$ cat src/rtl/data_sync_tx_arbiter.sv
// Source-domain round-robin arbiter feeding one bus synchronizer channel.
// Each granted word is held stable while bus_enable rises once (HOLD), drops (GAP), then acks.
module data_sync_tx_arbiter #(
    parameter int NUM_REQ     = 2,
    parameter int BUS_WIDTH   = 8,
    parameter int HOLD_CYCLES = 4,
    parameter int GAP_CYCLES  = 4
) (
    input  logic                           CLK,
    input  logic                           RST,
    input  logic [NUM_REQ-1:0]             req,
    input  logic [NUM_REQ*BUS_WIDTH-1:0]   req_data,
    output logic [NUM_REQ-1:0]             ack,
    output logic                           busy,
    output logic [$clog2(NUM_REQ)-1:0]     grant_id,
    output logic [BUS_WIDTH-1:0]           unsync_bus,
    output logic                           bus_enable
);
    localparam int ID_W    = $clog2(NUM_REQ);
    localparam int CNT_MAX = (HOLD_CYCLES > GAP_CYCLES) ? HOLD_CYCLES : GAP_CYCLES;
    localparam int CNT_W   = $clog2(CNT_MAX + 1);

    typedef enum logic [1:0] {S_IDLE, S_HOLD, S_GAP} state_t;

    state_t               r_state, w_state_next;
    logic [CNT_W-1:0]     r_cnt, w_cnt_next;
    logic [ID_W-1:0]      r_ptr, w_ptr_next;
    logic [ID_W-1:0]      r_gid, w_gid_next;
    logic [BUS_WIDTH-1:0] r_bus, w_bus_next;
    logic                 r_be, w_be_next;
    logic [NUM_REQ-1:0]   r_ack, w_ack_next;
    logic                 r_busy, w_busy_next;

    logic [BUS_WIDTH-1:0] w_words [NUM_REQ];
    logic [NUM_REQ-1:0]   w_elig;
    logic                 w_found;
    logic [ID_W-1:0]      w_sel;
    logic [ID_W-1:0]      w_cand;

    for (genvar gi = 0; gi < NUM_REQ; gi++) begin : g_words
        assign w_words[gi] = req_data[gi*BUS_WIDTH +: BUS_WIDTH];
    end

    // The requester being acked this cycle still holds req high; mask it out.
    assign w_elig = req & ~r_ack;

    always_comb begin
        w_found = 1'b0;
        w_sel   = '0;
        w_cand  = '0;
        for (int k = 1; k <= NUM_REQ; k++) begin
            w_cand = ID_W'((int'(r_ptr) + k) % NUM_REQ);
            if (!w_found && w_elig[w_cand]) begin
                w_found = 1'b1;
                w_sel   = w_cand;
            end
        end
    end

    always_comb begin
        w_state_next = r_state;
        w_cnt_next   = r_cnt;
        w_ptr_next   = r_ptr;
        w_gid_next   = r_gid;
        w_bus_next   = r_bus;
        w_be_next    = r_be;
        w_ack_next   = '0;
        w_busy_next  = r_busy;
        case (r_state)
            S_IDLE: begin
                if (w_found) begin
                    w_state_next = S_HOLD;
                    w_gid_next   = w_sel;
                    w_ptr_next   = w_sel;
                    w_bus_next   = w_words[w_sel];
                    w_be_next    = 1'b1;
                    w_cnt_next   = '0;
                    w_busy_next  = 1'b1;
                end
            end
            S_HOLD: begin
                if (r_cnt == CNT_W'(HOLD_CYCLES - 1)) begin
                    w_state_next = S_GAP;
                    w_be_next    = 1'b0;
                    w_cnt_next   = '0;
                end else begin
                    w_cnt_next = r_cnt + 1'b1;
                end
            end
            S_GAP: begin
                if (r_cnt == CNT_W'(GAP_CYCLES - 1)) begin
                    w_state_next      = S_IDLE;
                    w_cnt_next        = '0;
                    w_busy_next       = 1'b0;
                    w_ack_next[r_gid] = 1'b1;
                end else begin
                    w_cnt_next = r_cnt + 1'b1;
                end
            end
            default: begin
                w_state_next = S_IDLE;
                w_be_next    = 1'b0;
                w_busy_next  = 1'b0;
                w_cnt_next   = '0;
            end
        endcase
    end

    always_ff @(posedge CLK or negedge RST) begin
        if (!RST) begin
            r_state <= S_IDLE;
            r_cnt   <= '0;
            r_ptr   <= ID_W'(NUM_REQ - 1);
            r_gid   <= '0;
            r_bus   <= '0;
            r_be    <= 1'b0;
            r_ack   <= '0;
            r_busy  <= 1'b0;
        end else begin
            r_state <= w_state_next;
            r_cnt   <= w_cnt_next;
            r_ptr   <= w_ptr_next;
            r_gid   <= w_gid_next;
            r_bus   <= w_bus_next;
            r_be    <= w_be_next;
            r_ack   <= w_ack_next;
            r_busy  <= w_busy_next;
        end
    end

    assign ack        = r_ack;
    assign busy       = r_busy;
    assign grant_id   = r_gid;
    assign unsync_bus = r_bus;
    assign bus_enable = r_be;
endmodule

$ cat config.mk
export PLATFORM = sky130hd
export DESIGN_NAME = data_sync_tx_arbiter
export DESIGN_NICKNAME = d
export VERILOG_FILES = /design/src/rtl/data_sync_tx_arbiter.sv
export SDC_FILE = /design/constraint.sdc
export NUM_CORES = 1
export LEC_CHECK = 0
export BUFFER_PORTS_ARGS = -buffer_cell sky130_fd_sc_hd__buf_2
export CAP_MARGIN = 25
export CELL_PAD_IN_SITES_DETAIL_PLACEMENT = 0
export CELL_PAD_IN_SITES_GLOBAL_PLACEMENT = 2
export CORE_MARGIN = 2
export CORE_UTILIZATION = 29
export DETAILED_ROUTE_END_ITERATION = 16
export GPL_ROUTABILITY_DRIVEN = 0
export GPL_TIMING_DRIVEN = 1
export PLACE_DENSITY = 0.83
export SETUP_SLACK_MARGIN = 0.1
export SYNTH_ARGS = -nofsm -noshare
export SYNTH_HDL_FRONTEND = slang
export SYNTH_SLANG_ARGS = --single-unit
$ cat constraint.sdc
create_clock -name CLK -period 1.9 [get_ports CLK]
set_clock_uncertainty 0.1 [all_clocks]
set_input_delay 0.095 -clock CLK [delete_from_list [all_inputs] [get_ports CLK]]
set_output_delay 0.095 -clock CLK [all_outputs]
set_load 0.02 [all_outputs]
==> results of run 1 <==
sequential cells by signal, summed over array words and instances, names as in the netlist:
register,count
unsync_bus,8
r_cnt,3
ack,2
r_state,2
bus_enable,1
busy,1
grant_id,1
r_ptr,1
worst paths after layout:
| check | startpoint | endpoint | slack [ps] | depth (start not counted) |
|---|---|---|---|---|
| min in group asynchronous | RST | busy | 150 | 2 |
| worst min-delay path | req_data[10] | unsync_bus[2] | 5 | 3 |
| worst max-delay path | r_state[0] | bus_enable | 220 | 5 |
| worst min register to register | grant_id | ack[0] | 390 | 1 |
| max in group asynchronous | RST | r_ptr | 1210 | 2 |
| worst max register to register | r_state[0] | bus_enable | 220 | 5 |
cells by family (layout without fill, tap and decap cells):
group           count (synthesis)  after routing
flops                          19             19
buf+inv                         7             58
fa+ha+maj                       4              4
simple gates                   24             24
mux                            10             10
compound gates                 21             21
per-layer routing:
metal / vias up / GRT usage / share of wire
li1: 395 / - / -
met3: 2 / 0.0533 / 0.076
met5: - / 0 / 0
met2: 36 / 0.224 / 0.47
met1: 346 / 0.168 / 0.45
met4: 0 / 0.0280 / 0.0037
synthesized netlist by cell type:
library cell  count
a211oi_2          1
a21boi_0          1
a21oi_1          13
a21oi_4           1
a22o_1            2
a31oi_1           1
and3_1            1
and3_4            1
buf_4             1
buf_6             1
dfrtp_1          18
dfstp_2           1
ha_1              4
inv_1             5
mux2_2            1
mux2i_1           9
nand2_1           5
nand2b_1          1
nand2b_4          2
nand3_1           2
nand4b_1          1
nor2_1            9
nor2b_1           1
o21ai_0           2
or2b_1            1
area by class of cell:
cell class,instances,area (um2),share of cell area
clock buffer,3,22.5,0.0170
multi-input combinational,59,423,0.319
tap,44,55.1,0.0415
sequential,19,477,0.359
timing repair buffer,49,325,0.245
clock inverter,1,5.00,0.00377
inverter,5,18.8,0.0142
power by group:
group          total (mW)  internal [mW]  leakage [nW]  switching [mW]
registers           0.665          0.577         0.227          0.0881
logic               0.905          0.372         0.395           0.533
clock network       0.215         0.0786        0.0177           0.136
total                1.78           1.03         0.640           0.757
worst max-delay path, delay by kind of cell, from the launching register on:
kind                     cells  cell delay (ps)
adder cells (fa/ha/maj)      1              270
flip-flops                   1              380
multiplexers                 1              350
AO/OA/AOI/OAI                1              220
buffers and inverters        1               80
AND/OR/NAND/NOR              1              190
==> impl_metrics.yaml, run 1 <==
grt:
  antenna_found_initial: 0
  grt_max_degree: 20
  grt_pass1_vias: 825
  grt_overflow: 0
  track_usage: 0.135
  grt_pass1_wl_um: 3660
clock_tree:
  cts_buffer_depth: 2
  post_cts_buffers: 0
  tritoncts: "yes"
  cts_sinks: 19
  clk_latency_ps: 310
  path_clk_slew_ps: 120
  hold_buffers: 15
  cts_resized: 0
  cts_buffers: 3
  htreeDepth: 1
  root_buffer: "clkbuf_4"
layout:
  drive_above_1_share: 0.331
  nets: 161
  area_delta_synth_final_pct: 41.5
  final_common_cell: "buf_2"
  nFillCells: 298
  stdcell_area_um2: 1330
  final_cells: 180
  final_util: 0.434
  antenna_cells: 0
  final_cell_mix: "buf_2, dfrtp_1, dlygate4sd3_1"
route:
  drt_pre_antenna_iters: 6
  dr_total_vias: 779
  drt-wirelength-per-cell_um: 12.0
  drc: 0
  antenna_left: 0
  routed_wl_um: 2170
  vias_per_cell: 4.33
  drt_iter0_drc: 18
floorplan:
  dieArea_um2: 3700
  rows: 20
  dieWidth_um: 60.8
  initial_core_util: 0.307
  coreArea_um2: 3050
  dieHeight_um: 60.8
  ios: 33
status:
  status: "complete, no violations"
logic_synthesis:
  yosys.area_share.xor_xnor: 0
  ys_types: 25
  synth-compound-area-share: 0.144
  netlist_instances: 85
  synth_top_family_by_area: "simple AND/OR/NAND/NOR gates"
  yosysTopAreaCellShare: 0.481
  synth_area_leaders: "dfrtp_1, mux2i_1, a21oi_1"
  mappedNetlistNets: 109
  synth_simple_gate_area_share: 0.146
  synthesis.area_um2: 937
  synth_warnings: 0
  ys_seq_area_frac: 0.509
  synth-seq-cells: 19
  syn_avg_cell_area_um2: 11.0
  yosys.area_share.adder: 0.0534
  synthMuxAreaShare: 0.108
  yosys.area.top_type: "dfrtp_1"
setup_path:
  slowest_stage: "dfrtp_1"
  end_kind: "register"
  cp_max_fo: 6
  critical_path_class: "reg2reg"
  crit_chain: "inv_1 -> ha_1 -> and3_4 -> a211oi_2 -> mux2_2"
  critical_path_arrival_ps: 1790
  critPathMaxStageDelay_ps: 380
  required_ps: 2010
  start_kind: "register"
sta:
  worst_pin_slew_ps: 440
  whs_ps: 5.40
  maxSlewHeadroom: 0.706
  slew_viol_final: 0
  final.min_clock_period_ps: 1680
  setup-violations-final: 0
  fmax_mhz: 594
  finalHoldViolations: 0
  finalWorstSetupSlack_ps: 216
  period_share: 0.886
  rsz0062_at_grt: "false"
  fin_tns_setup_ps: 0
place:
  port_buffers: 32
  dpl_cell_area_um2: 1150
  pre_cts_ws_ps: 259
  place.detailed.hpwl_um: 1480
  dp_cells: 161
min_path:
  min_path_type: "in2reg"
power_and_ir_drop:
  power_density_nw_per_um2: 1350
  fin_total_pwr_mw: 1.78
  peakVddDrop_uv: 586
  leakage_nw: 0.640
run:
  max-cap-violations: 0
Note: power is estimated with default switching activity, not from simulation.
==> run 2: changes to the inputs <==
--- a/config.mk
+++ b/config.mk
@@ -10,11 +10,11 @@
 export CELL_PAD_IN_SITES_DETAIL_PLACEMENT = 0
 export CELL_PAD_IN_SITES_GLOBAL_PLACEMENT = 2
 export CORE_MARGIN = 2
-export CORE_UTILIZATION = 29
+export CORE_UTILIZATION = 26
 export DETAILED_ROUTE_END_ITERATION = 16
 export GPL_ROUTABILITY_DRIVEN = 0
 export GPL_TIMING_DRIVEN = 1
-export PLACE_DENSITY = 0.83
+export PLACE_DENSITY = 0.79
 export SETUP_SLACK_MARGIN = 0.1
 export SYNTH_ARGS = -nofsm -noshare
 export SYNTH_HDL_FRONTEND = slang
==> constraint.sdc (replaced) <==
create_clock -name CLK -period 1.5 [get_ports CLK]
set_clock_uncertainty 0.1 [all_clocks]
set_input_delay 0.075 -clock CLK [delete_from_list [all_inputs] [get_ports CLK]]
set_output_delay 0.075 -clock CLK [all_outputs]
set_load 0.02 [all_outputs]
==> run 2 against run 1 <==
  * Critical endpoint unchanged
  * Wire length rose by 18%
  * The flow now finishes with violations (setup timing)
  * Setup slack got worse by 270 ps
  * Largest power group unchanged
  * Die area rose by 11%
  * Count of clock-buffer cells in the layout rose by 1
  * Utilization rose by 6.7 points
  * Critical path depth fell by 1
  * Sequential share of layout area fell by 7.7 points
  * Global-route usage fell by 0.33 points
  * Register-to-register slack got worse by 270 ps
  * Total power rose by 67%
  * First-iteration DRC count did not move
==> impl_metrics.yaml, run 2 (synthesized netlist as in run 1, its figures left out) <==
floorplan:
  rows: 21
  coreArea_um2: 3390
  dieHeight_um: 64.0
  ios: 33
  initial_core_util: 0.276
  dieWidth_um: 64.0
  dieArea_um2: 4100
power_and_ir_drop:
  power_density_nw_per_um2: 1750
  leakage_nw: 0.757
  peakVddDrop_uv: 796
grt:
  grt_pass1_vias: 957
  grt_pass1_wl_um: 4280
  grt_overflow: 0
  grt_max_degree: 20
  track_usage: 0.132
  antenna_found_initial: 0
setup_path:
  reg2reg_slack_ps: -50
  rr_startpoint: "r_cnt[0]"
  cp_max_fo: 2
  required_ps: 1590
  cp-startpoint: "r_cnt[0]"
  end_kind: "register"
  critical_path_class: "reg2reg"
  start_kind: "register"
  r2r_end: "bus_enable"
  critical_path_arrival_ps: 1640
  rr_worst_depth: 4
  setup.worst_path.end: "bus_enable"
layout:
  final_common_cell: "buf_2"
  area_delta_synth_final_pct: 81.3
  largest_reg_flops: 8
  drive_above_1_share: 0.584
  nets: 179
  ff_latch_area_um2: 479
  final_util: 0.501
  multi_input_area_um2: 583
  nFillCells: 302
  final_cell_mix: "buf_2, dlygate4sd3_1, dfrtp_1"
  antenna_cells: 0
sta:
  final.min_clock_period_ps: 1550
  fmax_mhz: 646
  slew_viol_final: 0
  finalHoldViolations: 0
  finalWorstSetupSlack_ps: -48.9
  setup-violations-final: 1
  maxSlewHeadroom: 0.710
  worst_pin_slew_ps: 435
  rsz0062_at_grt: "true"
  period_share: 1.03
clock_tree:
  tritoncts: "yes"
  cts_buffers: 3
  path_clk_slew_ps: 110
  cts_buffer_depth: 2
  htreeDepth: 1
  clk_latency_ps: 290
  cts_sinks: 19
  root_buffer: "clkbuf_4"
status:
  failed_checks: "setup timing"
  status: "finished, violations left"
route:
  drc: 0
  dr_total_vias: 858
  drt_pre_antenna_iters: 4
  drt_iter0_drc: 18
  routed_wl_um: 2550
  vias_per_cell: 4.29
  antenna_left: 0
  drt-wirelength-per-cell_um: 12.7
run:
  max-cap-violations: 0
place:
  port_buffers: 32
  pre_cts_ws_ps: -37.9
  place.detailed.hpwl_um: 1520
min_path:
  min_path_type: "in2async"
## run 2: worst min path at each step
stage	from	endpoint	cells past startpoint
after CTS	RST	r_cnt[0]	2
after detailed placement	RST	unsync_bus[4]	1
final	RST	busy	2
after global routing	RST	unsync_bus[1]	2
after floorplan	RST	ack[0]	0
after global placement	RST	unsync_bus[1]	1
## run 2: cell type report
class | instances | area share
Timing Repair Buffer | 67 | 0.311
Tap cell | 46 | 0.0339
Multi-Input combinational cell | 59 | 0.343
Inverter | 5 | 0.0140
Clock buffer | 4 | 0.0155
Sequential cell | 19 | 0.282
## run 2: through the flow
stage / std cells / setup TNS (ps) / instance area, um2 / power, mW / hold slack (ps)
6_report: 200 / -48.9 / 1700 / 2.98 / 144
5_1_grt: 200 / -295 / 1700 / 3.19 / 157
4_1_cts: 197 / -57.9 / 1600 / 2.81 / 148
3_5_place_dp: 172 / -72.9 / 1240 / 2.12 / -53.6
3_3_place_gp: 172 / 0 / 1240 / 2.10 / -65.3
2_1_floorplan: 85 / -32.0 / 950 / 1.68 / -321
## run 2: where the power goes
| part | internal (mW) | switching (mW) |
|---|---|---|
| registers | 0.732 | 0.166 |
| clock network | 0.103 | 0.156 |
| logic | 0.910 | 0.908 |
## run 2: critical path: stages (launching register included)
cell	delay, ps
dfrtp_1	370
ha_1	170
or2b_1	260
a211oi_2	230
mux2_4	320
## run 2: per-layer routing
layer | global-route usage | part of all wire | up-vias
li1 | - | - | 431
met5 | 0 | 0 | -
met3 | 0.0229 | 0.018 | 2
met2 | 0.240 | 0.53 | 13
met4 | 0.0326 | 0.0075 | 0
met1 | 0.160 | 0.45 | 412
## run 2: repair_timing
action / 4_1_cts / 5_1_grt
gates cloned: 2 / 0
setup buffers: 2 / 3
hold endpoints to repair: 27 / 0
pin swaps: 4 / 5
hold buffers: 17 / 0
endpoints found under the setup margin: 13 / 16
gates resized for setup: 32 / 18
==> run 3: changes to the inputs <==
--- a/config.mk
+++ b/config.mk
@@ -5,17 +5,19 @@
 export SDC_FILE = /design/constraint.sdc
 export NUM_CORES = 1
 export LEC_CHECK = 0
+export ABC_AREA = 1
 export BUFFER_PORTS_ARGS = -buffer_cell sky130_fd_sc_hd__buf_2
 export CAP_MARGIN = 25
 export CELL_PAD_IN_SITES_DETAIL_PLACEMENT = 0
 export CELL_PAD_IN_SITES_GLOBAL_PLACEMENT = 2
 export CORE_MARGIN = 2
-export CORE_UTILIZATION = 26
+export CORE_UTILIZATION = 24
 export DETAILED_ROUTE_END_ITERATION = 16
 export GPL_ROUTABILITY_DRIVEN = 0
 export GPL_TIMING_DRIVEN = 1
-export PLACE_DENSITY = 0.79
+export PLACE_DENSITY = 0.8
 export SETUP_SLACK_MARGIN = 0.1
+export SLEW_MARGIN = 20
 export SYNTH_ARGS = -nofsm -noshare
 export SYNTH_HDL_FRONTEND = slang
 export SYNTH_SLANG_ARGS = --single-unit
==> run 3 against run 2 <==
  * Clock power increased by 40%
  * The run now ends clean
  * Setup slack improved by 230 ps
  * Largest power group unchanged
  * Critical path depth grew 2
  * Non-clock buffer count down 32
  * Critical path type unchanged
  * Critical endpoint is now r_state[1]
  * Maximum frequency is 18% higher
  * Final area fell by 22%
  * Sequential power down 4.7%
  * Highest routed layer unchanged
  * Synthesized area rose by 8.3%
  * Utilization is 17 points lower
  * First-iteration DRC count rose to 5.7 times the previous value
==> impl_metrics.yaml, run 3 <==
status:
  status: "complete, no violations"
logic_synthesis:
  synth_simple_gate_area_share: 0.345
  synth-main-ff-cell: "dfrtp_1"
  synthMuxAreaShare: 0
  synth_warnings: 0
  yosysTopAreaCellShare: 0.444
  synthesis.area_um2: 1010
  yosys.area.top_type: "dfrtp_1"
  yosys-top-cells-count: "nand2_1, inv_1, nand3_1"
  ys_seq_area_frac: 0.470
  synth_edf_count: 0
  synth_top_family_by_area: "simple AND/OR/NAND/NOR gates"
  mappedNetlistNets: 156
  netlist_instances: 132
  synth_area_leaders: "dfrtp_1, nand2_1, nand3_1"
  yosys.area_share.adder: 0.0493
  syn_avg_cell_area_um2: 7.69
  synth-compound-area-share: 0.0321
  ys_types: 18
  yosys.area_share.xor_xnor: 0
  synthArstFlopShare: 1.00
  synth_most_common_cell: "nand2_1"
  synth-seq-cells: 19
setup_path:
  reg2reg_slack_ps: 180
  cp_max_fo: 7
  start_kind: "register"
  critical_path_arrival_ps: 1400
  end_kind: "register"
  required_ps: 1580
  critical_path_class: "reg2reg"
grt:
  grt_pass1_wl_um: 4450
  grt_overflow: 0
  grt_max_degree: 20
  grt_pass1_vias: 1001
  track_usage: 0.113
  antenna_found_initial: 0
power_and_ir_drop:
  power_density_nw_per_um2: 1850
  leakage_nw: 0.762
  peakVddDrop_uv: 571
clock_tree:
  path_clk_slew_ps: 70
  htreeDepth: 1
  tritoncts: "yes"
  cts_buffer_depth: 2
  root_buffer: "clkbuf_8"
  cts_sinks: 19
  post_cts_buffers: 0
  cts_buffers: 3
  clk_latency_ps: 250
sta:
  fmax_mhz: 759
  fin_tns_setup_ps: 0
  finalHoldViolations: 0
  maxSlewHeadroom: 0.709
  finalWorstSetupSlack_ps: 183
  period_share: 0.878
  rsz0062_at_grt: "true"
  slew_viol_final: 0
  setup-violations-final: 0
  whs_ps: 22.6
  final.min_clock_period_ps: 1320
  worst_pin_slew_ps: 436
place:
  pre_cts_ws_ps: 100
  port_buffers: 32
  place.detailed.hpwl_um: 1880
layout:
  final_cell_mix: "nand2_1, buf_2, inv_1"
  final_common_cell: "nand2_1"
  ff_latch_area_um2: 477
  nFillCells: 444
  area_delta_synth_final_pct: 30.3
  antenna_cells: 0
  nets: 196
  drive_above_1_share: 0.287
  largest_reg_flops: 8
  multi_input_area_um2: 445
min_path:
  min_path_type: "in2reg"
route:
  dr_total_vias: 925
  antenna_left: 0
  drt-wirelength-per-cell_um: 10.9
  drt_iter0_drc: 102
  drc: 0
  vias_per_cell: 4.19
  drt_pre_antenna_iters: 4
  routed_wl_um: 2410
floorplan:
  coreArea_um2: 4030
  ios: 33
  rows: 23
  dieArea_um2: 4760
  dieWidth_um: 69.0
  initial_core_util: 0.252
  dieHeight_um: 69.0
run:
  max-cap-violations: 0
## run 3: logic make-up after synthesis
| family | after synthesis |
|---|---|
| flip-flops | 19 |
| adder cells (fa/ha/maj) | 4 |
| buffers and inverters | 28 |
| AND/OR/NAND/NOR | 75 |
| AO/OA/AOI/OAI | 6 |
## run 3: what timing repair did
action                     in CTS  in global routing
hold endpoints to repair       19                  0
hold buffers                    1                  0
gates resized for setup         1                  4
setup endpoints to repair       8                 14
## run 3: path summary, 6_finish.rpt
path / startpoint / end / cells past startpoint
max: r_state[0] / r_state[1] / 6
min in group asynchronous: RST / busy / 2
max reg2reg: r_state[0] / r_state[1] / 6
max in group asynchronous: RST / r_ptr / 2
min reg2reg: busy / busy / 2
min: req_data[3] / unsync_bus[3] / 5
## run 3: worst max-delay path, stage by stage (launching register included)
cell and delay, ps:
dfrtp_1 400, inv_1 130, ha_4 190, nand3_2 160, nand2_1 140, nand2_1 50
o21ai_1 70
## run 3: area by class of cell
class | instances | share of cell area
sequential | 19 | 0.360
multi-input combinational | 85 | 0.337
timing repair buffer | 35 | 0.140
inverter | 28 | 0.0814
tap | 50 | 0.0473
clock buffer | 4 | 0.0341
## run 3: power by group
part	internal (mW)	switching, mW	leakage, nW	total [mW]
clock network	0.189	0.175	0.0228	0.363
logic	0.459	0.771	0.502	1.23
registers	0.734	0.124	0.238	0.857
total	1.38	1.07	0.762	2.45
## run 3: through the flow
| step | util | cell area (um2) | total power [mW] | instances |
|---|---|---|---|---|
| 6_report | 0.328 | 1320 | 2.45 | 221 |
| 5_1_grt | 0.328 | 1320 | 2.70 | 221 |
| 4_1_cts | 0.325 | 1310 | 2.44 | 221 |
| 3_5_place_dp | 0.311 | 1250 | 2.05 | 216 |
| 3_3_place_gp | 0.311 | 1250 | 2.04 | 216 |
| 2_1_floorplan | - | 1010 | 1.65 | 132 |
## run 3: metal layers
| layer | GRT usage | routed length [um] | vias to the layer above |
|---|---|---|---|
| met5 | 0 | 0 | - |
| met4 | 0.0327 | 25 | 0 |
| met3 | 0.0322 | 183 | 5 |
| met2 | 0.166 | 1040 | 34 |
| met1 | 0.160 | 1160 | 400 |
| li1 | - | - | 486 |
